## src/rtl/ps2_pkg.sv

```systemverilog
// Shared types and constants for the PS/2 receive path.
package ps2_pkg;

  localparam int PS2_DW = 8;

  localparam logic [PS2_DW-1:0] PS2_PREFIX_EXT = 8'hE0;
  localparam logic [PS2_DW-1:0] PS2_PREFIX_BRK = 8'hF0;

  typedef enum logic [1:0] {
    ST_IDLE,
    ST_DATA,
    ST_PARITY,
    ST_STOP
  } ps2_state_t;

  // PS/2 uses odd parity: data bits plus parity bit must contain an odd number of ones.
  function automatic logic odd_parity_ok(input logic [PS2_DW-1:0] data, input logic par);
    return ^{data, par};
  endfunction

endpackage

```

## src/rtl/ps2_sync_fifo.sv

```systemverilog
// First-word-fall-through FIFO; head is valid combinationally while not empty.
// A push alongside a pop is accepted even when full; otherwise a push into a full FIFO is ignored.
module ps2_sync_fifo #(
  parameter int WIDTH = 8,
  parameter int DEPTH = 8
) (
  input  logic                       clk,
  input  logic                       rst,
  input  logic                       push,
  input  logic [WIDTH-1:0]           push_data,
  input  logic                       pop,
  output logic [WIDTH-1:0]           head,
  output logic                       full,
  output logic                       empty,
  output logic [$clog2(DEPTH+1)-1:0] count
);

  localparam int AW = $clog2(DEPTH);
  localparam int CW = $clog2(DEPTH + 1);

  logic [WIDTH-1:0] mem [DEPTH];
  logic [AW-1:0]    wr_ptr;
  logic [AW-1:0]    rd_ptr;
  logic             do_push;
  logic             do_pop;

  assign empty   = (count == '0);
  assign full    = (count == CW'(DEPTH));
  assign do_pop  = pop && !empty;
  assign do_push = push && (!full || do_pop);
  assign head    = empty ? '0 : mem[rd_ptr];

  always_ff @(posedge clk) begin
    if (do_push) begin
      mem[wr_ptr] <= push_data;
    end
  end

  always_ff @(posedge clk) begin
    if (rst) begin
      wr_ptr <= '0;
      rd_ptr <= '0;
      count  <= '0;
    end else begin
      if (do_push) wr_ptr <= wr_ptr + AW'(1);
      if (do_pop)  rd_ptr <= rd_ptr + AW'(1);
      case ({do_push, do_pop})
        2'b10:   count <= count + CW'(1);
        2'b01:   count <= count - CW'(1);
        default: count <= count;
      endcase
    end
  end

endmodule

```

## src/rtl/ps2_rx_fifo.sv

```systemverilog
// PS/2 device receiver with filtered clock, frame checking, timeout and FWFT output FIFO.
// Bytes appear one cycle after the stop-bit strobe; PS2_BREAK_DECODE_EN folds E0/F0 prefixes into flags.
module ps2_rx_fifo
  import ps2_pkg::*;
#(
  parameter int CLK_FREQ_HZ = 50_000_000,
  parameter int TIMEOUT_US  = 200,
  parameter int FILTER_LEN  = 8,
  parameter int FIFO_DEPTH  = 8
) (
  input  logic                            clk,
  input  logic                            rst,
  input  logic                            ps2_clk,
  input  logic                            ps2_data,
  output logic                            code_valid,
  output logic [PS2_DW-1:0]               code_data,
`ifdef PS2_BREAK_DECODE_EN
  output logic                            code_ext,
  output logic                            code_break,
`endif
  input  logic                            code_ready,
  output logic [$clog2(FIFO_DEPTH+1)-1:0] fifo_count,
  output logic                            busy,
  output logic                            parity_err,
  output logic                            frame_err,
  output logic                            overflow
);

  localparam int TIMEOUT_CYCLES = CLK_FREQ_HZ / 1_000_000 * TIMEOUT_US;
  localparam int TW  = $clog2(TIMEOUT_CYCLES + 1);
  localparam int FLW = $clog2(FILTER_LEN);
`ifdef PS2_BREAK_DECODE_EN
  localparam int FW = PS2_DW + 2;
`else
  localparam int FW = PS2_DW;
`endif

  logic              clk_m, clk_s, dat_m, dat_s;
  logic              clk_f;
  logic [FLW-1:0]    flt_cnt;
  logic              strobe;

  ps2_state_t        state;
  logic [PS2_DW-1:0] shreg;
  logic [2:0]        bit_idx;
  logic              par_bit;
  logic [TW-1:0]     to_cnt;
  logic              timeout;
  logic              stop_good;

  logic              push;
  logic [FW-1:0]     push_data;
  logic [FW-1:0]     head;
  logic              full;
  logic              empty;

  always_ff @(posedge clk) begin
    if (rst) begin
      clk_m   <= 1'b1;
      clk_s   <= 1'b1;
      dat_m   <= 1'b1;
      dat_s   <= 1'b1;
      clk_f   <= 1'b1;
      flt_cnt <= '0;
    end else begin
      clk_m <= ps2_clk;
      clk_s <= clk_m;
      dat_m <= ps2_data;
      dat_s <= dat_m;
      if (clk_s == clk_f) begin
        flt_cnt <= '0;
      end else if (flt_cnt == FLW'(FILTER_LEN - 1)) begin
        clk_f   <= clk_s;
        flt_cnt <= '0;
      end else begin
        flt_cnt <= flt_cnt + FLW'(1);
      end
    end
  end

  // Strobe fires in the cycle the filtered clock commits to a falling edge.
  assign strobe    = clk_f && !clk_s && (flt_cnt == FLW'(FILTER_LEN - 1));
  assign timeout   = (state != ST_IDLE) && !strobe && (to_cnt == TW'(TIMEOUT_CYCLES));
  assign stop_good = strobe && (state == ST_STOP) && dat_s && odd_parity_ok(shreg, par_bit);
  assign busy      = (state != ST_IDLE);

`ifdef PS2_BREAK_DECODE_EN
  logic ext_flag, brk_flag;
  logic is_prefix;

  assign is_prefix = (shreg == PS2_PREFIX_EXT) || (shreg == PS2_PREFIX_BRK);
  assign push      = stop_good && !is_prefix;
  assign push_data = {ext_flag, brk_flag, shreg};
  assign {code_ext, code_break, code_data} = head;
`else
  assign push      = stop_good;
  assign push_data = shreg;
  assign code_data = head;
`endif

  always_ff @(posedge clk) begin
    if (rst) begin
      state      <= ST_IDLE;
      shreg      <= '0;
      bit_idx    <= '0;
      par_bit    <= 1'b0;
      to_cnt     <= '0;
      parity_err <= 1'b0;
      frame_err  <= 1'b0;
`ifdef PS2_BREAK_DECODE_EN
      ext_flag   <= 1'b0;
      brk_flag   <= 1'b0;
`endif
    end else begin
      parity_err <= 1'b0;
      frame_err  <= 1'b0;
      if (state == ST_IDLE || strobe || timeout) to_cnt <= '0;
      else                                       to_cnt <= to_cnt + TW'(1);

      if (timeout) begin
        state     <= ST_IDLE;
        frame_err <= 1'b1;
`ifdef PS2_BREAK_DECODE_EN
        ext_flag  <= 1'b0;
        brk_flag  <= 1'b0;
`endif
      end else if (strobe) begin
        case (state)
          ST_IDLE: begin
            if (!dat_s) begin
              state   <= ST_DATA;
              bit_idx <= '0;
              shreg   <= '0;
            end else begin
              frame_err <= 1'b1;
`ifdef PS2_BREAK_DECODE_EN
              ext_flag  <= 1'b0;
              brk_flag  <= 1'b0;
`endif
            end
          end
          ST_DATA: begin
            shreg   <= {dat_s, shreg[PS2_DW-1:1]};
            bit_idx <= bit_idx + 3'd1;
            if (bit_idx == 3'd7) state <= ST_PARITY;
          end
          ST_PARITY: begin
            par_bit <= dat_s;
            state   <= ST_STOP;
          end
          ST_STOP: begin
            state <= ST_IDLE;
            if (stop_good) begin
`ifdef PS2_BREAK_DECODE_EN
              if (shreg == PS2_PREFIX_EXT) begin
                ext_flag <= 1'b1;
              end else if (shreg == PS2_PREFIX_BRK) begin
                brk_flag <= 1'b1;
              end else begin
                ext_flag <= 1'b0;
                brk_flag <= 1'b0;
              end
`endif
            end else begin
              // A bad stop bit outranks a parity failure.
              if (!dat_s) frame_err  <= 1'b1;
              else        parity_err <= 1'b1;
`ifdef PS2_BREAK_DECODE_EN
              ext_flag <= 1'b0;
              brk_flag <= 1'b0;
`endif
            end
          end
          default: state <= ST_IDLE;
        endcase
      end
    end
  end

  always_ff @(posedge clk) begin
    if (rst) overflow <= 1'b0;
    else     overflow <= push && full && !(code_ready && code_valid);
  end

  assign code_valid = !empty;

  ps2_sync_fifo #(
    .WIDTH(FW),
    .DEPTH(FIFO_DEPTH)
  ) u_fifo (
    .clk       (clk),
    .rst       (rst),
    .push      (push),
    .push_data (push_data),
    .pop       (code_ready),
    .head      (head),
    .full      (full),
    .empty     (empty),
    .count     (fifo_count)
  );

endmodule
```

## config.mk

```make
export PLATFORM = sky130hd
export DESIGN_NAME = ps2_rx_fifo
export DESIGN_NICKNAME = d
export VERILOG_FILES = /design/src/rtl/ps2_pkg.sv /design/src/rtl/ps2_sync_fifo.sv /design/src/rtl/ps2_rx_fifo.sv
export SDC_FILE = /design/constraint.sdc
export NUM_CORES = 1
export LEC_CHECK = 0
export CORE_MARGIN = 5
export CORE_UTILIZATION = 57
export CTS_CLUSTER_DIAMETER = 120
export DETAILED_ROUTE_END_ITERATION = 6
export DONT_BUFFER_PORTS = 1
export PLACE_DENSITY_LB_ADDON = 0.25
export SKIP_LAST_GASP = 1
export SLEW_MARGIN = 20
export SYNTH_ARGS = -nofsm -noshare
export SYNTH_HDL_FRONTEND = slang
export SYNTH_SLANG_ARGS = --single-unit
export TNS_END_PERCENT = 50
```

## constraint.sdc

```tcl
create_clock -name clk -period 3 [get_ports clk]
set_clock_uncertainty 0.2 [all_clocks]
set_input_delay 0.45 -clock clk [delete_from_list [all_inputs] [get_ports clk]]
set_output_delay 0.45 -clock clk [all_outputs]
set_load 0.005 [all_outputs]
```

==> run_summary.xml <==
<?xml version="1.0" encoding="UTF-8"?>
<metrics>
  <group name="floorplanning">
    <metric name="die_footprint" unit="sq um">10400</metric>
    <metric name="design.core.area" unit="sq um">8220</metric>
    <metric name="die_h" unit="um">102</metric>
    <metric name="initial_core_util" unit="">0.588</metric>
    <metric name="floorplan.io_pins" unit="">22</metric>
    <metric name="placementRows" unit="">33</metric>
    <metric name="floorplan.die.width" unit="um">102</metric>
  </group>
  <group name="placement">
    <metric name="detailedPlacementHpwl" unit="mm">5.54</metric>
    <metric name="dpl.cell_count" unit="">471</metric>
    <metric name="routability_congestion" unit="">0.782</metric>
    <metric name="io_buffer_count" unit="">0</metric>
    <metric name="detailedPlace.worstSlack" unit="ns">0.151</metric>
  </group>
  <group name="worst_hold_path">
    <metric name="holdPathStages" unit="">3</metric>
    <metric name="min_delay_worst_endpoint" unit="">u_fifo.rd_ptr[2]</metric>
    <metric name="hold_path.class" unit="">in -&gt; reg</metric>
    <metric name="hold_path.startpoint" unit="">code_ready</metric>
  </group>
  <group name="finish">
    <metric name="area_growth" unit="%">17.2</metric>
    <metric name="drive_gt1_frac" unit="">0.208</metric>
    <metric name="layout_common_cells" unit="">edfxtp_1 (64), nor2_1 (51), dfxtp_1 (48), buf_4 (19), nand2_1 (17)</metric>
    <metric name="final_common_cell" unit="">edfxtp_1</metric>
    <metric name="fillers" unit="">576</metric>
    <metric name="insertedDiodeCount" unit="">0</metric>
    <metric name="non_filler_cells_final" unit="">509</metric>
    <metric name="num-nets-final" unit="">412</metric>
  </group>
  <group name="grt">
    <metric name="grt_remaining_overflow" unit="">0</metric>
    <metric name="grt_antenna_before_repair" unit="">0</metric>
    <metric name="via_count_of_the_first_global_routing_pass" unit="">2813</metric>
    <metric name="global_route_wire_length_before_repair" unit="mm">14.2</metric>
    <metric name="grt_start_max_net_pins" unit="">35</metric>
    <metric name="global_route.usage.total" unit="">0.185</metric>
  </group>
  <group name="worst_setup_path">
    <metric name="path_class" unit="">reg -&gt; reg</metric>
    <metric name="cp-startpoint" unit="">push_data[2]</metric>
    <metric name="critical_path.endpoint_type" unit="">flip-flop</metric>
    <metric name="timing.critical_path.required" unit="ns">3.20</metric>
    <metric name="worst_r2r_startpoint" unit="">push_data[2]</metric>
    <metric name="reg2reg_slack" unit="ns">0.09</metric>
    <metric name="start_kind" unit="">flip-flop</metric>
    <metric name="worstRegToRegCells" unit="">8</metric>
    <metric name="arrival" unit="ns">3.11</metric>
    <metric name="cp_max_fo" unit="">8</metric>
    <metric name="critical_path.reg2reg.endpoint" unit="">u_fifo.count[0]</metric>
  </group>
  <group name="sta">
    <metric name="timing_hold_violations_final" unit="">0</metric>
    <metric name="report.final.setup_viol" unit="">0</metric>
    <metric name="slew_hr" unit="">0.660</metric>
    <metric name="rsz0062_at_grt" unit="">true</metric>
    <metric name="finalWorstPathRequiredPeriod" unit="ns">2.91</metric>
    <metric name="setup_tns" unit="ns">0</metric>
    <metric name="final_period_utilization" unit="">0.971</metric>
    <metric name="max_clock_freq" unit="MHz">343</metric>
    <metric name="timing_max_transition_violations_final" unit="">0</metric>
    <metric name="worst_hold_slack_across_all_endpoints" unit="ns">0.0916</metric>
    <metric name="worst_slew_pin_slew" unit="ns">0.510</metric>
    <metric name="finalWorstSetupSlack" unit="ns">0.0864</metric>
  </group>
  <group name="synthesis">
    <metric name="ys_warn_count" unit="">0</metric>
    <metric name="synth.area.top_cells" unit="">edfxtp_1 (40%), dfxtp_1 (22%), mux4_2 (7.5%)</metric>
    <metric name="yosysTopAreaCell" unit="">edfxtp_1</metric>
    <metric name="synthesis.instances" unit="">361</metric>
    <metric name="ys_seq_area_frac" unit="">0.613</metric>
    <metric name="synth_area_per_cell" unit="sq um">13.4</metric>
    <metric name="postSynthNetCount" unit="">382</metric>
    <metric name="post_synthesis_sequential_element_count" unit="">116</metric>
    <metric name="dominantRegCellSynth" unit="">edfxtp_1</metric>
    <metric name="postSynth.asyncResetShare" unit="">0</metric>
    <metric name="synth-edff-count" unit="">64</metric>
    <metric name="post-synth-top-area-fraction" unit="">0.398</metric>
    <metric name="cell_area_after_synthesis" unit="sq um">4830</metric>
    <metric name="synth.lib_cells_used.distinct" unit="">48</metric>
  </group>
  <group name="clocking">
    <metric name="insertion_delay" unit="ns">0.51</metric>
    <metric name="tritoncts" unit="">yes</metric>
    <metric name="postCtsSetupRepairBufs" unit="">0</metric>
    <metric name="clockRootBuffer" unit="">clkbuf_8</metric>
    <metric name="cts.sinks" unit="">116</metric>
    <metric name="cts_max_path_buffers" unit="">2</metric>
    <metric name="path_clk_slew" unit="ns">0.06</metric>
    <metric name="htree_levels" unit="">4</metric>
    <metric name="cts_inserted_buffers" unit="">17</metric>
  </group>
  <group name="routing">
    <metric name="drt-wirelength-per-cell" unit="um">17.1</metric>
    <metric name="routed-via-count" unit="">2842</metric>
    <metric name="drt-pass1-iter-count" unit="">5</metric>
    <metric name="wirelength" unit="mm">8.70</metric>
    <metric name="detail-route-antenna-nets" unit="">0</metric>
    <metric name="routed_via_density" unit="">5.58</metric>
    <metric name="number_of_design_rule_violations_left_after_detail_routing" unit="">0</metric>
    <metric name="drt_first_iter_violations" unit="">179</metric>
  </group>
  <group name="power">
    <metric name="power_density" unit="nW/um^2">610</metric>
    <metric name="cellLeakagePower" unit="nW">2.01</metric>
    <metric name="peak_supply_drop" unit="uV">391</metric>
  </group>
  <group name="job">
    <metric name="max-cap-violations" unit="">0</metric>
  </group>
  <group name="status">
    <metric name="outcome" unit="">finished clean</metric>
  </group>
</metrics>
worst max-delay path, stage by stage (launching register included):
cell and delay, ns:
dfxtp_1 0.35, xor2_1 0.20, xnor3_2 0.51, mux2i_4 0.21, buf_4 0.18, ha_1 0.38, xor2_1 0.18, nor2_1 0.05
dlygate4sd3_1 0.54
per-stage QoR:
| step | cell area, sq um | total power [mW] | utilization |
|---|---|---|---|
| final | 5660 | 3.45 | 0.689 |
| after global routing | 5660 | 3.58 | 0.689 |
| after CTS | 5650 | 3.49 | 0.688 |
| after detailed placement | 5040 | 1.70 | 0.614 |
| after global placement | 5040 | 1.70 | 0.614 |
| after floorplan | 4830 | 1.71 | - |
synthesized netlist by cell type, types with 2 or more instances:
library cell,n
nand4_1,2
and2_1,3
a22oi_1,10
dfxtp_1,52
nand3b_1,2
buf_2,3
ha_1,16
a311oi_1,2
mux2i_1,13
a21oi_1,7
buf_1,2
nand2_1,17
xnor2_1,10
nand2b_1,6
inv_1,11
clkbuf_1,7
or4_1,2
mux4_2,16
nor4bb_1,2
xor2_1,12
o21ai_0,2
edfxtp_1,64
and3_1,2
nand3_1,8
nor2_1,51
nor3_1,10
nor4_1,4
or2_2,4
o211ai_1,2
state kept, by name, indices dropped and copies added (netlist names), 2 cells and up, named ones only:
name,cells
push_data,8
state,2
to_cnt,14
bit_idx,3
flt_cnt,3
u_fifo.wr_ptr,3
u_fifo.count,4
u_fifo.mem,64
u_fifo.rd_ptr,3
routing by layer:
layer | global-route usage | vias up | share of wire
met5 | 0 | - | 0
li1 | - | 1382 | -
met1 | 0.234 | 1383 | 0.43
met3 | 0.0669 | 4 | 0.061
met2 | 0.298 | 73 | 0.50
met4 | 0.0636 | 0 | 0.0072
how the worst max path moves through the flow:
| stage | to | depth (start not counted) |
|---|---|---|
| 6_report | u_fifo.count[0] | 8 |
| 5_1_grt | u_fifo.count[2] | 11 |
| 4_1_cts | code_data[5] | 4 |
| 3_5_place_dp | u_fifo.count[2] | 10 |
| 3_3_place_gp | u_fifo.count[2] | 10 |
| 2_1_floorplan | u_fifo.count[2] | 10 |
what timing repair did:
action	4_1_cts	5_1_grt
endpoints found under the setup margin	0	9
endpoints found under the hold margin	38	0
hold buffers	6	0
resized for setup	0	6
kinds of logic (layout without fill, tap and decap cells):
group	after synthesis	in the layout	share of synthesized area
buffers and inverters	25	68	0.0212
DFF	116	116	0.613
AOI/OAI and AO/OA	28	28	0.0415
xor gates and xnor gates	25	25	0.0531
and+or+nand+nor	121	121	0.123
adders and majority gates	16	16	0.0415
muxes	30	30	0.106
cell type report:
type	count	area [sq um]	area share
Timing Repair Buffer	25	213	0.0376
Inverter	11	41.3	0.00730
Clock inverter	15	123	0.0217
Clock buffer	17	414	0.0732
Tap cell	105	131	0.0232
Sequential cell	116	2970	0.525
Multi-Input combinational cell	220	1770	0.312
power breakdown:
group | leakage [nW] | internal [mW] | switching (mW) | total (mW)
clock | 0.253 | 1.03 | 0.738 | 1.77
sequential | 1.01 | 1.66 | 0.00146 | 1.66
combinational | 0.747 | 0.00987 | 0.0114 | 0.0213
Power figures use the tool's default switching activity.
